<file path="src/rtl/nv_ram_fifo_pkg.sv">
// ============================================================================
// Module      : nv_ram_fifo_pkg
// Description : Shared geometry constants for the 512x32 RAM-backed FIFO.
// Revision    : 1.0 - initial release
// ============================================================================
`default_nettype none

package nv_ram_fifo_pkg;

    localparam int AW    = 9;
    localparam int DW    = 32;
    localparam int DEPTH = 1 << AW;

endpackage : nv_ram_fifo_pkg

`default_nettype wire

</file>
<file path="src/rtl/nv_ram_fifo_ctrl_512x32.sv">
// ============================================================================
// Module      : nv_ram_fifo_ctrl_512x32
// Description : Valid/ready FIFO controller driving an external 512x32 RAM
//               with a registered read stage. The optional high-water-mark
//               tracker is enabled by defining NV_RAM_FIFO_HWM_EN.
// Revision    : 1.0 - initial release
// ============================================================================
`default_nettype none

module nv_ram_fifo_ctrl_512x32 #(
    parameter int AW    = nv_ram_fifo_pkg::AW,
    parameter int DW    = nv_ram_fifo_pkg::DW,
    parameter int DEPTH = nv_ram_fifo_pkg::DEPTH
) (
    input  logic          clk,
    input  logic          rst,
    input  logic          wr_pvld,
    output logic          wr_prdy,
    input  logic [DW-1:0] wr_pd,
    output logic          rd_pvld,
    input  logic          rd_prdy,
    output logic [DW-1:0] rd_pd,
    output logic [AW-1:0] ram_wa,
    output logic          ram_we,
    output logic [DW-1:0] ram_di,
    output logic [AW-1:0] ram_ra,
    output logic          ram_re,
    input  logic [DW-1:0] ram_dout,
    output logic [31:0]   ram_pwrbus_pd,
    output logic [AW:0]   fifo_count,
    input  logic          hwm_clr,
    output logic [AW:0]   hwm_count
);

    localparam logic [AW:0]   FULL_CNT = (AW+1)'(DEPTH);
    localparam logic [AW-1:0] LAST_PTR = AW'(DEPTH - 1);

    logic [AW-1:0] wptr_q, wptr_d;
    logic [AW-1:0] rptr_q, rptr_d;
    logic [AW:0]   unf_q,  unf_d;
    logic [AW:0]   cnt_q,  cnt_d;
    logic          rd_pvld_q, rd_pvld_d;
    logic          wr_acc;
    logic          rd_fetch;
    logic          rd_pop;

    assign wr_prdy  = (cnt_q != FULL_CNT);
    assign wr_acc   = wr_pvld & wr_prdy;
    // A fetch only targets entries already committed, so ra never equals wa.
    assign rd_fetch = (unf_q != '0) & (~rd_pvld_q | rd_prdy);
    assign rd_pop   = rd_pvld_q & rd_prdy;

    assign ram_we        = wr_acc;
    assign ram_wa        = wptr_q;
    assign ram_di        = wr_pd;
    assign ram_re        = rd_fetch;
    assign ram_ra        = rptr_q;
    assign ram_pwrbus_pd = 32'd0;
    assign rd_pvld       = rd_pvld_q;
    assign rd_pd         = ram_dout;
    assign fifo_count    = cnt_q;

    always_comb begin
        wptr_d    = wptr_q;
        rptr_d    = rptr_q;
        unf_d     = unf_q;
        cnt_d     = cnt_q;
        rd_pvld_d = rd_pvld_q;

        if (wr_acc) begin
            wptr_d = (wptr_q == LAST_PTR) ? '0 : wptr_q + 1'b1;
        end
        if (rd_fetch) begin
            rptr_d = (rptr_q == LAST_PTR) ? '0 : rptr_q + 1'b1;
        end

        case ({wr_acc, rd_fetch})
            2'b10:   unf_d = unf_q + 1'b1;
            2'b01:   unf_d = unf_q - 1'b1;
            default: unf_d = unf_q;
        endcase

        // The displayed entry stays counted until popped, protecting its slot.
        case ({wr_acc, rd_pop})
            2'b10:   cnt_d = cnt_q + 1'b1;
            2'b01:   cnt_d = cnt_q - 1'b1;
            default: cnt_d = cnt_q;
        endcase

        if (rd_fetch) begin
            rd_pvld_d = 1'b1;
        end else if (rd_prdy) begin
            rd_pvld_d = 1'b0;
        end
    end

    always_ff @(posedge clk or posedge rst) begin
        if (rst) begin
            wptr_q    <= '0;
            rptr_q    <= '0;
            unf_q     <= '0;
            cnt_q     <= '0;
            rd_pvld_q <= 1'b0;
        end else begin
            wptr_q    <= wptr_d;
            rptr_q    <= rptr_d;
            unf_q     <= unf_d;
            cnt_q     <= cnt_d;
            rd_pvld_q <= rd_pvld_d;
        end
    end

`ifdef NV_RAM_FIFO_HWM_EN
    logic [AW:0] hwm_q, hwm_d;

    always_comb begin
        hwm_d = hwm_q;
        if (hwm_clr) begin
            hwm_d = cnt_q;
        end else if (cnt_q > hwm_q) begin
            hwm_d = cnt_q;
        end
    end

    always_ff @(posedge clk or posedge rst) begin
        if (rst) begin
            hwm_q <= '0;
        end else begin
            hwm_q <= hwm_d;
        end
    end

    assign hwm_count = hwm_q;
`else
    logic hwm_clr_unused;

    assign hwm_clr_unused = hwm_clr;
    assign hwm_count      = '0;
`endif

endmodule : nv_ram_fifo_ctrl_512x32

`default_nettype wire
</file>
<file path="config.mk">
export PLATFORM = sky130hd
export DESIGN_NAME = nv_ram_fifo_ctrl_512x32
export DESIGN_NICKNAME = d
export VERILOG_FILES = /design/src/rtl/nv_ram_fifo_pkg.sv /design/src/rtl/nv_ram_fifo_ctrl_512x32.sv
export SDC_FILE = /design/constraint.sdc
export NUM_CORES = 1
export LEC_CHECK = 0
export CAP_MARGIN = 20
export CORE_MARGIN = 3
export CORE_UTILIZATION = 35
export DETAILED_ROUTE_END_ITERATION = 6
export PLACE_DENSITY_LB_ADDON = 0.15
export SLEW_MARGIN = 30
export SYNTH_ARGS = -nofsm -noshare
export SYNTH_HDL_FRONTEND = slang
export SYNTH_SLANG_ARGS = --single-unit
export TNS_END_PERCENT = 50
</file>
<file path="constraint.sdc">
create_clock -name clk -period 4.15 [get_ports clk]
set_clock_uncertainty 0.2 [all_clocks]
set_input_delay 0.83 -clock clk [delete_from_list [all_inputs] [get_ports clk]]
set_output_delay 0.83 -clock clk [all_outputs]
set_load 0.03 [all_outputs]
</file>
==> results of run 1 <==
[layer usage]
layer | vias up | part of all wire
met2 | 76 | 0.45
met4 | 0 | 0.013
met1 | 992 | 0.47
li1 | 1058 | -
met5 | - | 0
met3 | 17 | 0.070
[stage by stage]
stage	instances	utilization	area, um^2	setup WS (ps)
2_1_floorplan	411	-	3383	248.3
3_3_place_gp	445	0.3469	3069	361.9
3_5_place_dp	445	0.3469	3069	317.9
4_1_cts	453	0.3565	3154	317.3
5_1_grt	453	0.3565	3154	87.49
6_report	453	0.3565	3154	359.4
[cell families after synthesis]
| logic type | count (synthesis) |
|---|---|
| buffers and inverters | 124 |
| AND/OR/NAND/NOR | 94 |
| AO/OA/AOI/OAI | 70 |
| flip-flops | 39 |
| adder cells (fa/ha/maj) | 24 |
| XOR/XNOR | 13 |
| multiplexers | 5 |
| other | 1 |
[power groups by stage]
stage | sequential, mW | combinational [mW] | clock, mW
4_1_cts | 0.720 | 1.21 | 0.277
3_3_place_gp | 0.729 | 1.19 | 0
5_1_grt | 0.750 | 1.34 | 0.293
2_1_floorplan | 0.905 | 0.788 | 0
6_report | 0.718 | 1.20 | 0.265
3_5_place_dp | 0.725 | 1.21 | 0
[layout make-up]
| type | count | area [um^2] | share of cell area |
|---|---|---|---|
| clock buffers | 6 | 72.57 | 0.02301 |
| clock inverters | 2 | 12.51 | 0.003967 |
| inverters | 11 | 41.29 | 0.01309 |
| multi-input cells | 248 | 1536 | 0.4871 |
| flip-flops and latches | 39 | 975.9 | 0.3094 |
| well taps | 108 | 135.1 | 0.04284 |
| repair buffers | 39 | 380.4 | 0.1206 |
[sequential cells by signal, indices dropped and copies added (netlist names)]
signal	count
fifo_count	10
unf_q	10
ram_ra	9
ram_wa	9
rd_pvld	1
[final timing paths]
check	to	startpoint	slack, ps	cells past startpoint
min reg2reg	unf_q[9]	unf_q[9]	290	1
min	unf_q[9]	unf_q[9]	290	1
max	unf_q[8]	unf_q[4]	360	13
min in group asynchronous	ram_wa[2]	rst	760	3
max in group asynchronous	unf_q[6]	rst	2630	3
max reg2reg	unf_q[8]	unf_q[4]	360	13
[layout by cell type, fill, tap and decap left out, types with 4 or more instances in the layout]
| master | Yosys | routed |
|---|---|---|
| o21ai_0 | 11 | 11 |
| a21oi_1 | 11 | 11 |
| clkbuf_8 | 0 | 5 |
| nand2_1 | 26 | 26 |
| clkdlybuf4s50_1 | 0 | 35 |
| buf_4 | 106 | 4 |
| nor2_1 | 19 | 19 |
| ha_1 | 22 | 22 |
| dfrtp_1 | 39 | 39 |
| xnor2_1 | 9 | 9 |
| o21ai_1 | 23 | 23 |
| xor2_1 | 4 | 4 |
| conb_1 | 1 | 42 |
| nand2b_1 | 12 | 12 |
| o31ai_1 | 5 | 5 |
| nand3_1 | 7 | 7 |
| inv_1 | 8 | 8 |
| nor2b_1 | 5 | 5 |
| and3_1 | 9 | 9 |
| o21a_1 | 4 | 4 |
==> results.yml, run 1 <==
global_routing:
  grt_pass1_vias: 2055
  grt_util_all_layers: 0.1138
  grt_pass1_wl_um: 9625
  use_met3: 0.03549
  grt_use_met1: 0.1448
  grtUsageMet2: 0.1789
  top_usage_layer: "met2"
  grt_overflow: 0
  grt_max_degree: 40
  antenna_found_initial: 0
cts:
  clkLatencyLatePin_ps: 300
  cts_tree: "built"
  cts_made_buffers: 5
  clk_path_buf_depth: 2
  numClockSinks: 39
  cts.hold.buffers_added: 0
  ctsResizeCount: 0
  h-tree-depth: 2
  root_buffer: "clkbuf_8"
  cts_setup_buffers: 0
  clkTransAtPathRegs_ps: 80
placement:
  portBuffers: 35
  gp_congestion: 0.7487
  hpwl_um: 4248
critical_path:
  slowest_delay_ps: 550
  critPathBufInv: 2
  critical_path_arrival_ps: 3750
  critPathTopFamily: "simple AND/OR/NAND/NOR gates"
  critPathMaxFanout: 6
  slowest_stage: "or4_1"
  cp-start-kind: "flop"
  crit_path_cell_trace: "or4_1, nor4_1, nand2b_1, inv_2, ha_1, buf_4, fa_1, a21o_1, a21oi_1, o21bai_1, a41oi_1, xor2_1, o21ai_1"
  end_kind: "flop"
  worst_ep_required_time_ps: 4110
  crit_type: "flop to flop"
yosys:
  synth_top_cell_by_area: "dfrtp_1"
  ys.warnings.count: 0
  synth_area_leaders: "dfrtp_1, buf_4, ha_1"
  synth_top_family_by_area: "buffers and inverters"
  yosys.cell_types.count: 47
  synth_top_area_share: 0.3022
  synth_fa_ha_area_frac: 0.09764
  postSynthCellCount: 370
  synth_compound_area_frac: 0.1317
  yosys-top-cells-count: "buf_4, dfrtp_1, nand2_1"
  synth-edff-count: 0
  yosys.cell_count.top_type: "buf_4"
  yosysSeqAreaShare: 0.3022
  synth_area_um2: 3229
  syn_area_per_cell_um2: 8.728
  synthMuxAreaShare: 0.01627
  synth_xor_area_frac: 0.03526
  synth_simple_gate_area_frac: 0.1461
  synthArstFlopShare: 1.000
  synth_flop_cell: "dfrtp_1"
  ys_seq_elements: 39
timing:
  fmax_ghz: 0.2638
  setup_violations: 0
  relSlewSlack: 0.6004
  report.final.hold_viol_count: 0
  setup_tns_ps: 0
  tightest_slew_ps: 599.4
  final.period_utilization: 0.9134
  holdWs_ps: 288.9
  drv_slew: 0
  rsz0062_at_grt: "false"
  finalCriticalPeriod_ps: 3791
detailed_routing:
  wl_per_cell_um: 12.82
  ant_nets: 0
  finalWirelength_um: 5806
  drtIter0Drc: 44
  dr.pass1.iters: 4
  vias: 2143
  route.detailed.drc: 0
  viasPerCell: 4.731
final_layout:
  diodes: 0
  layout.nets: 437
  fill_cells: 924
  area_growth_pct: -2.325
  drive_gt1_frac: 0.04638
floorplan:
  ios: 207
  fp.dieH_um: 102.1
  die_w_um: 102.1
  die_area_um2: 10420
  core_um2: 8848
  start_util: 0.3650
  rows: 34
power:
  internal-power_mw: 1.178
  p_per_area_nw_per_um2: 693.3
  power_frac_comb: 0.550
  power.leakage_nw: 1.448
  peakVddDrop_v: 0.0002146
  switching_share: 0.4611
  pwr-share-seq: 0.328
  power.total_mw: 2.187
  p_clk_frac: 0.121
  p_switching_mw: 1.008
status:
  outcome: "finished, final reports clean"
flow_run:
  maxCapViolations: 0
hold_path:
  hp-class: "flop to flop"
(Power assumes the default switching activity.)
==> inputs of run 2 (changes only) <==
Settings changed: GPL_TIMING_DRIVEN set to 0.
==> results.yml, run 2 (same netlist as run 1, synthesis figures left out) <==
status:
  outcome: "finished, final reports clean"
cts:
  cts_made_buffers: 5
  clkTransAtPathRegs_ps: 80
  numClockSinks: 39
  clk_path_buf_depth: 2
  cts.hold.buffers_added: 0
  cts_tree: "built"
  h-tree-depth: 2
  clkLatencyLatePin_ps: 290
  root_buffer: "clkbuf_8"
placement:
  place_ws_ps: -199.4
  portBuffers: 99
  gp_congestion: 0.7401
  hpwl_um: 5731
hold_path:
  holdPathStages: 1
  hp-class: "flop to flop"
  hp-start: "unf_q[9]"
  holdPathEnd: "unf_q[9]"
final_layout:
  final_common_cell: "buf_4"
  drive_gt1_frac: 0.2394
  layout.nets: 610
  utilization: 0.5219
  area_growth_pct: 43.01
  diodes: 0
  final_cell_mix: "buf_4, clkdlybuf4s50_1, conb_1"
  fill_cells: 826
detailed_routing:
  finalWirelength_um: 6959
  dr.pass1.iters: 4
  vias: 2780
  viasPerCell: 4.441
  wl_per_cell_um: 11.12
  ant_nets: 0
  route.detailed.drc: 0
  drtIter0Drc: 49
floorplan:
  core_um2: 8848
  die_area_um2: 10420
  die_w_um: 102.1
  start_util: 0.3650
  ios: 207
  rows: 34
  fp.dieH_um: 102.1
critical_path:
  slowest_delay_ps: 540
  rrSetupSlack_ps: 260
  end_kind: "flop"
  worstReg2RegStart: "unf_q[4]"
  rr_endpoint: "unf_q[9]"
  critical_path_arrival_ps: 3910
  slowest_stage: "or4_1"
  cp-start-kind: "flop"
  crit_type: "flop to flop"
  worst_ep_required_time_ps: 4170
  critPathMaxFanout: 11
  worst_r2r_path_depth: 13
  crit_path_cell_trace: "or4_1, nor4_1, nand2b_1, buf_6, inv_2, ha_2, ha_1, a21oi_1, nor2_1, a311o_1, a221oi_2, mux2i_1, xnor2_1"
flow_run:
  maxCapViolations: 0
timing:
  finalCriticalPeriod_ps: 3887
  report.final.hold_viol_count: 0
  drv_slew: 0
  fmax_ghz: 0.2573
  setup_violations: 0
  holdWs_ps: 281.1
  final.period_utilization: 0.9366
  rsz0062_at_grt: "false"
  setup_tns_ps: 0
  setup_slack_ps: 262.9
power:
  peakVddDrop_v: 0.0003931
  power.leakage_nw: 2.233
  power.total_mw: 2.389
  p_per_area_nw_per_um2: 517.3
global_routing:
  grt_max_degree: 27
  grt_pass1_wl_um: 10740
  antenna_found_initial: 0
  grt_overflow: 0
  grt_pass1_vias: 2450
  grt_util_all_layers: 0.1241
run 2: changes by cell type in the layout (fill, tap and decap cells not counted), sizes merged:
cell,delta
buf,+104
clkbuf,+5
clkdlybuf4s50,+64
run 2: cell type report:
class | count | area [um^2] | share of cell area
buffer | 112 | 825.8 | 0.1788
clock buffer | 6 | 72.57 | 0.01571
clock inverter | 2 | 12.51 | 0.002709
inverter | 11 | 41.29 | 0.008941
multi-input combinational | 248 | 1544 | 0.3343
sequential | 39 | 975.9 | 0.2113
tap | 108 | 135.1 | 0.02926
timing repair buffer | 100 | 1011 | 0.2189
run 2: how the worst max path moves through the flow:
stage / from / to / slack [ps]
global route: unf_q[0] / unf_q[9] / 10
detailed placement: wr_pvld / fifo_count[7] / -200
finish: unf_q[4] / unf_q[9] / 260
floorplan: fifo_count[0] / unf_q[9] / 250
CTS: fifo_count[0] / fifo_count[7] / 3
global placement: wr_pvld / unf_q[9] / -110
run 2: timing repair:
item | CTS | global route
setup endpoints to repair | 2 | 5
buffers inserted | 0 | 0
resized for setup | 2 | 1
run 2: power breakdown:
group	total, mW	switching (mW)	internal, mW
Clock	0.254	0.137	0.118
Combinational	1.42	0.780	0.637
Sequential	0.718	0.175	0.543
Total	2.39	1.09	1.30
run 2: layer usage:
metal,vias to the layer above,GRT usage,share of wire
li1,1401,-,-
met1,1239,0.1651,0.42
met2,136,0.2054,0.48
met3,4,0.03072,0.096
met4,0,0.02624,0.0042
met5,-,0,0
run 2: per-stage QoR:
stage          cell area (um^2)  std cells
2_1_floorplan              3383        411
3_3_place_gp               4509        618
3_5_place_dp               4529        619
4_1_cts                    4619        627
5_1_grt                    4618        626
6_report                   4618        626
run 2: critical path, delay by kind of cell, from the launching register on:
family	cells	cell delay, ps
buffers and inverters	2	210
adders and majority gates	2	610
xor gates and xnor gates	1	140
muxes	1	250
and+or+nand+nor	4	1170
DFF	1	400
AOI/OAI and AO/OA	3	840
